**src/rtl/uart_pkg.sv**
```systemverilog
// -----------------------------------------------------------------------------
// uart_pkg
// Shared definitions for the UART transmitter and receiver.
//   states_t      : 2-bit FSM state type with S_IDLE/S_START/S_DATA/S_STOP
//   c_databits    : data bits per frame
//   timer_limit() : clocks per bit from system clock and baud rate
// -----------------------------------------------------------------------------
package uart_pkg;

    typedef logic [1:0] states_t;

    localparam states_t S_IDLE  = 2'd0;
    localparam states_t S_START = 2'd1;
    localparam states_t S_DATA  = 2'd2;
    localparam states_t S_STOP  = 2'd3;

    localparam int c_databits = 8;

    // Clocks per bit. Callers must keep the result >= 2.
    function automatic int timer_limit(input int clkfreq, input int baudrate);
        return clkfreq / baudrate;
    endfunction

endpackage

```
**src/rtl/uart_baud_cnt.sv**
```systemverilog
// -----------------------------------------------------------------------------
// uart_baud_cnt
// Bit-period counter. Counts 0..c_timerlim-1 and wraps to 0 on terminal count.
//   clk_i   : system clock
//   rst_i   : asynchronous active-high reset
//   clear_i : hold the count at zero
//   tc_o    : high during the last clock of each bit period
// -----------------------------------------------------------------------------
module uart_baud_cnt #(
    parameter int c_timerlim = 10
) (
    input  logic clk_i,
    input  logic rst_i,
    input  logic clear_i,
    output logic tc_o
);

    localparam int c_w = $clog2(c_timerlim);
    localparam logic [c_w-1:0] c_last = c_w'(c_timerlim - 1);

    logic [c_w-1:0] count_q;

    assign tc_o = (count_q == c_last);

    // NOTE: clocked state uses non-blocking assignments so every register
    // samples the pre-edge value of every other register.
    always_ff @(posedge clk_i or posedge rst_i) begin
        if (rst_i) begin
            count_q <= '0;
        end else if (clear_i || tc_o) begin
            count_q <= '0;
        end else begin
            count_q <= count_q + 1'b1;
        end
    end

endmodule

```
**src/rtl/uart_tx.sv**
```systemverilog
// -----------------------------------------------------------------------------
// uart_tx
// 8N1/8N2 UART transmitter with a one-byte holding register so frames can be
// sent back-to-back without an idle bit between them.
//   clk_i          : system clock, rising edge
//   rst_i          : asynchronous active-high reset
//   tx_din_i       : byte to send, LSB first
//   tx_valid_i     : producer has a byte on tx_din_i
//   tx_ready_o     : holding register empty
//   tx_o           : registered serial line, idles high
//   tx_done_tick_o : one-cycle pulse during the last clock of the final stop bit
//   tx_active_o    : high while a frame is on the line
// -----------------------------------------------------------------------------
module uart_tx
    import uart_pkg::*;
#(
    parameter int c_clkfreq  = 100_000_000,
    parameter int c_baudrate = 10_000_000,
    parameter int c_stopbits = 1
) (
    input  logic       clk_i,
    input  logic       rst_i,
    input  logic [7:0] tx_din_i,
    input  logic       tx_valid_i,
    output logic       tx_ready_o,
    output logic       tx_o,
    output logic       tx_done_tick_o,
    output logic       tx_active_o
);

    localparam int c_timerlim = timer_limit(c_clkfreq, c_baudrate);

    states_t    state_q, state_d;
    logic [7:0] shreg_q, shreg_d;
    logic [7:0] hold_q, hold_d;
    logic       hold_valid_q, hold_valid_d;
    logic [2:0] bitcnt_q, bitcnt_d;
    logic       done_d;
    logic       tx_q, done_q, active_q;
    logic       handshake, load, timer_tc;

    uart_baud_cnt #(
        .c_timerlim (c_timerlim)
    ) u_baud_cnt (
        .clk_i   (clk_i),
        .rst_i   (rst_i),
        .clear_i (state_q == S_IDLE),
        .tc_o    (timer_tc)
    );

    assign tx_ready_o     = !hold_valid_q;
    assign handshake      = tx_valid_i && tx_ready_o;
    assign tx_o           = tx_q;
    assign tx_done_tick_o = done_q;
    assign tx_active_o    = active_q;

    // NOTE: every signal written here gets a default first, so no path can
    // leave it unassigned and infer a latch.
    always_comb begin
        state_d      = state_q;
        shreg_d      = shreg_q;
        hold_d       = hold_q;
        hold_valid_d = hold_valid_q;
        bitcnt_d     = bitcnt_q;
        done_d       = 1'b0;
        load         = 1'b0;

        case (state_q)
            S_IDLE: begin
                if (hold_valid_q) begin
                    load    = 1'b1;
                    state_d = S_START;
                end
            end
            S_START: begin
                if (timer_tc) begin
                    state_d = S_DATA;
                end
            end
            S_DATA: begin
                if (timer_tc) begin
                    shreg_d = shreg_q >> 1;
                    if (bitcnt_q == 3'(c_databits - 1)) begin
                        bitcnt_d = '0;
                        state_d  = S_STOP;
                    end else begin
                        bitcnt_d = bitcnt_q + 3'd1;
                    end
                end
            end
            S_STOP: begin
                // bitcnt doubles as the stop-bit counter for 8N2.
                if (timer_tc) begin
                    if (bitcnt_q == 3'(c_stopbits - 1)) begin
                        bitcnt_d = '0;
                        done_d   = 1'b1;
                        if (hold_valid_q) begin
                            load    = 1'b1;
                            state_d = S_START;
                        end else begin
                            state_d = S_IDLE;
                        end
                    end else begin
                        bitcnt_d = bitcnt_q + 3'd1;
                    end
                end
            end
            default: state_d = S_IDLE;
        endcase

        if (load) begin
            shreg_d      = hold_q;
            hold_valid_d = 1'b0;
        end
        // A handshake in the same cycle as a transfer refills the holding
        // register, so it is applied last.
        if (handshake) begin
            hold_d       = tx_din_i;
            hold_valid_d = 1'b1;
        end
    end

    always_ff @(posedge clk_i or posedge rst_i) begin
        if (rst_i) begin
            state_q      <= S_IDLE;
            shreg_q      <= '0;
            hold_q       <= '0;
            hold_valid_q <= 1'b0;
            bitcnt_q     <= '0;
            tx_q         <= 1'b1;
            done_q       <= 1'b0;
            active_q     <= 1'b0;
        end else begin
            state_q      <= state_d;
            shreg_q      <= shreg_d;
            hold_q       <= hold_d;
            hold_valid_q <= hold_valid_d;
            bitcnt_q     <= bitcnt_d;
            done_q       <= done_d;
            // Line and activity flag decode the current state, which puts the
            // start bit two clocks after the accepting edge.
            active_q     <= (state_q != S_IDLE);
            case (state_q)
                S_START: tx_q <= 1'b0;
                S_DATA:  tx_q <= shreg_q[0];
                default: tx_q <= 1'b1;
            endcase
        end
    end

endmodule

```
**config.mk**
```make
export PLATFORM = sky130hd
export DESIGN_NAME = uart_tx
export DESIGN_NICKNAME = d
export VERILOG_FILES = /design/src/rtl/uart_pkg.sv /design/src/rtl/uart_baud_cnt.sv /design/src/rtl/uart_tx.sv
export SDC_FILE = /design/constraint.sdc
export NUM_CORES = 1
export LEC_CHECK = 0
export BUFFER_PORTS_ARGS = -buffer_cell sky130_fd_sc_hd__buf_2
export CORE_UTILIZATION = 48
export CTS_CLUSTER_DIAMETER = 50
export DETAILED_ROUTE_END_ITERATION = 7
export PLACE_DENSITY_LB_ADDON = 0.08
export SLEW_MARGIN = 20
export SYNTH_ARGS = -nofsm -noshare
export SYNTH_HDL_FRONTEND = slang
export SYNTH_SLANG_ARGS = --single-unit
export TNS_END_PERCENT = 50
```
**constraint.sdc**
```tcl
create_clock -name clk_i -period 2.42 [get_ports clk_i]
set_clock_uncertainty 0.2 [all_clocks]
set_input_delay 0.484 -clock clk_i [delete_from_list [all_inputs] [get_ports clk_i]]
set_output_delay 0.484 -clock clk_i [all_outputs]
set_load 0.01 [all_outputs]
```
==> summary.txt <==
Outcome
  – Outcome: finished clean

Global routing
  – Initial antenna violation count: 0
  – Largest net degree at the start of global routing: 21
  – Grt total ovfl: 0
  – Global router's overall resource usage: 17.4%
  – Vias in the first global route: 921
  – First-pass GRT wire length: 4.07 mm

STA
  – Final Hold Fails: 0
  – Minimum clock period: 2.06 ns
  – Setup violations, final: 0
  – Final period util: 85.0%
  – Final hold slack: 0.171 ns
  – Setup TNS: 0 ns
  – Slew @ Worst Pin: 0.525 ns
  – Fmax: 486 MHz
  – RSZ-0062 raised after global routing: no
  – Pins Over Slew Limit: 0
  – Relative slew slack: 64.6%

Yosys
  – Post-synth cell types: 28
  – Synth Warn #: 0
  – Leading area contributor after synthesis: dfrtp_1
  – Syn nets: 137
  – Flops & latches, synth: 29
  – Top cells by area, synth: dfrtp_1, mux2_2, ha_1, inv_1, mux2i_1
  – Syn Area/Cell: 12.2 sq um
  – Synthesized area: 0.00142 sq mm
  – Post-synth top area share: 49.4%
  – Synthesized instance count: 116
  – Seq/Total Area, Yosys: 51.2%

Floorplan
  – Core box area: 0.00278 sq mm
  – Full die area: 0.00318 sq mm
  – Die height: 56.4 microns
  – Core Rows: 19
  – IO Count: 15
  – Initial core utilization: 51.0%
  – Die W: 56.4 microns

Clock tree
  – CTS tree: done
  – Worst-case clock buffer depth: 2
  – Reg clk slew, reported paths: 0.10 ns
  – CTS Root Cell: clkbuf_4
  – CTS Buf Count: 5
  – Clock sinks: 29
  – Post-CTS Setup Inserts: 0
  – Clk Latency, worst-skew pair: 0.33 ns
  – H-Tree Depth: 2

Min path
  – Worst hold stages: 3
  – HP Class: input pin to flip-flop

Routing
  – Via count: 883
  – Antenna Nets Post-Route: 0
  – Initial DRC count: 19
  – Via density: 5.16
  – Pre-antenna DRT Iters: 3
  – Remaining DRCs: 0
  – DRT Wirelength: 2.22 mm
  – DR WL/cell: 13.0 microns

Setup path
  – CP max-delay cell: dfrtp_1
  – Critical Path Sink Type: flip-flop
  – Crit path arrival time: 2.08 ns
  – Crit Path Category: flip-flop to flip-flop
  – CP peak stage delay: 0.40 ns
  – WP data required: 2.44 ns
  – Worst Path Max Fanout: 9
  – Critical path cell sequence: inv_1, ha_1, nand3b_1, nor3_2, o211a_1, mux2_2
  – R2R depth: 6
  – Setup crit start kind: flip-flop

Placed design
  – Placed cells: 162
  – Post-DP HPWL: 1.59 mm
  – GP Congestion: 0.734
  – Port Buf Inserts: 14

Power
  – Pleak: 0.801 nW
  – Total power: 0.00201 W
  – Worst VDD drop: 1.06 mV
  – Power Density: 1230 mW/mm^2

Finish
  – Non-Filler Instances: 171
  – P&R area growth vs syn: 15.4%
  – Layout Utilization: 58.9%
  – Share of layout cells above drive strength 1: 36.4%
  – Antenna Cells: 0
  – Fillcell total: 242
  – Layout Nets: 160

Job
  – Maximum capacitance violations: 0
layer usage:
layer,wire length [microns],share of wire [%],global-route usage (%)
met1,1040,47,21.5
met5,0,0,0
met3,99,4.5,6.22
met2,1030,46,27.0
met4,51,2.3,8.36
worst paths after layout:
check / end / from / slack, ns
min: hold_q[7] / tx_din_i[7] / 0.17
min in group asynchronous: tx_done_tick_o / rst_i / 0.48
max reg2reg: shreg_q[1] / u_baud_cnt.count_q[1] / 0.36
max in group asynchronous: bitcnt_q[1] / rst_i / 0.96
min reg2reg: shreg_q[4] / hold_q[4] / 0.31
max: shreg_q[1] / u_baud_cnt.count_q[1] / 0.36
synth_stat cells (all sizes together):
master and instances:
o22a 1, a32oi 1, clkbuf 1, nand3b 1, buf 1, nor2 6
o21ai 4, nand2 7, o32ai 1, xnor2 1, nor2b 3, ha 10
o22ai 1, a21oi 4, nor3 3, mux2i 3, o2bb2a 1, mux2 22
and3b 1, o211a 1, dfrtp 28, dfstp 1, nor3b 1, a22o 1
inv 11, nand2b 1
through the flow:
stage	setup WS (ns)	area (sq um)
4_1_cts	0.359	1640
3_3_place_gp	0.416	1540
3_5_place_dp	0.359	1540
6_report	0.363	1640
5_1_grt	0.287	1640
2_1_floorplan	0.550	1420
timing repair:
| action | CTS | global route |
|---|---|---|
| hold buffers | 1 | 0 |
| endpoints found under the hold margin | 8 | 0 |
| resized for setup | 0 | 0 |
cell families (layout without fill, tap and decap cells):
group           Yosys count  count (layout)  synth area share, %
flops                    29              29                 51.2
mux                      25              25                 19.6
simple gates             23              23                 8.91
compound gates           15              15                 7.14
buf+inv                  13              37                 3.70
fa+ha+maj                10              10                 8.82
xor+xnor                  1               1                0.617
flip-flops by register name, indices dropped and copies added (netlist names):
signal              flops
hold_q                  8
shreg_q                 8
u_baud_cnt.count_q      4
bitcnt_q                3
state_q                 2
hold_valid_q            1
tx_active_o             1
tx_done_tick_o          1
tx_o                    1
layout by cell type (no fill, tap or decap), drive strengths merged, types with 3 or more instances in the layout:
cell type  count
a21oi          4
buf           17
clkbuf         6
dfrtp         28
ha            10
inv           11
mux2          22
mux2i          3
nand2          7
nor2           6
nor2b          3
nor3           3
o21ai          4
worst max-delay path, delay by kind of cell, from the launching register on:
| kind | cells | cell delay (ns) |
|---|---|---|
| flops | 1 | 0.40 |
| simple gates | 2 | 0.33 |
| fa+ha+maj | 1 | 0.19 |
| compound gates | 1 | 0.39 |
| mux | 1 | 0.38 |
| buf+inv | 1 | 0.07 |
report_power, final:
part	internal, W	total (W)	switching (W)
Sequential	0.000709	0.000839	0.000130
Clock	0.000245	0.000420	0.000175
Combinational	0.000401	0.000747	0.000346
cell type report:
type,instances,area [sq um],area share [%]
clock buffer,6,51.3,3.13
clock inverter,2,37.5,2.29
inverter,11,41.3,2.52
multi-input combinational,74,639,39.0
sequential,29,727,44.4
tap,31,38.8,2.37
timing repair buffer,18,103,6.26
(Power assumes the default switching activity.)
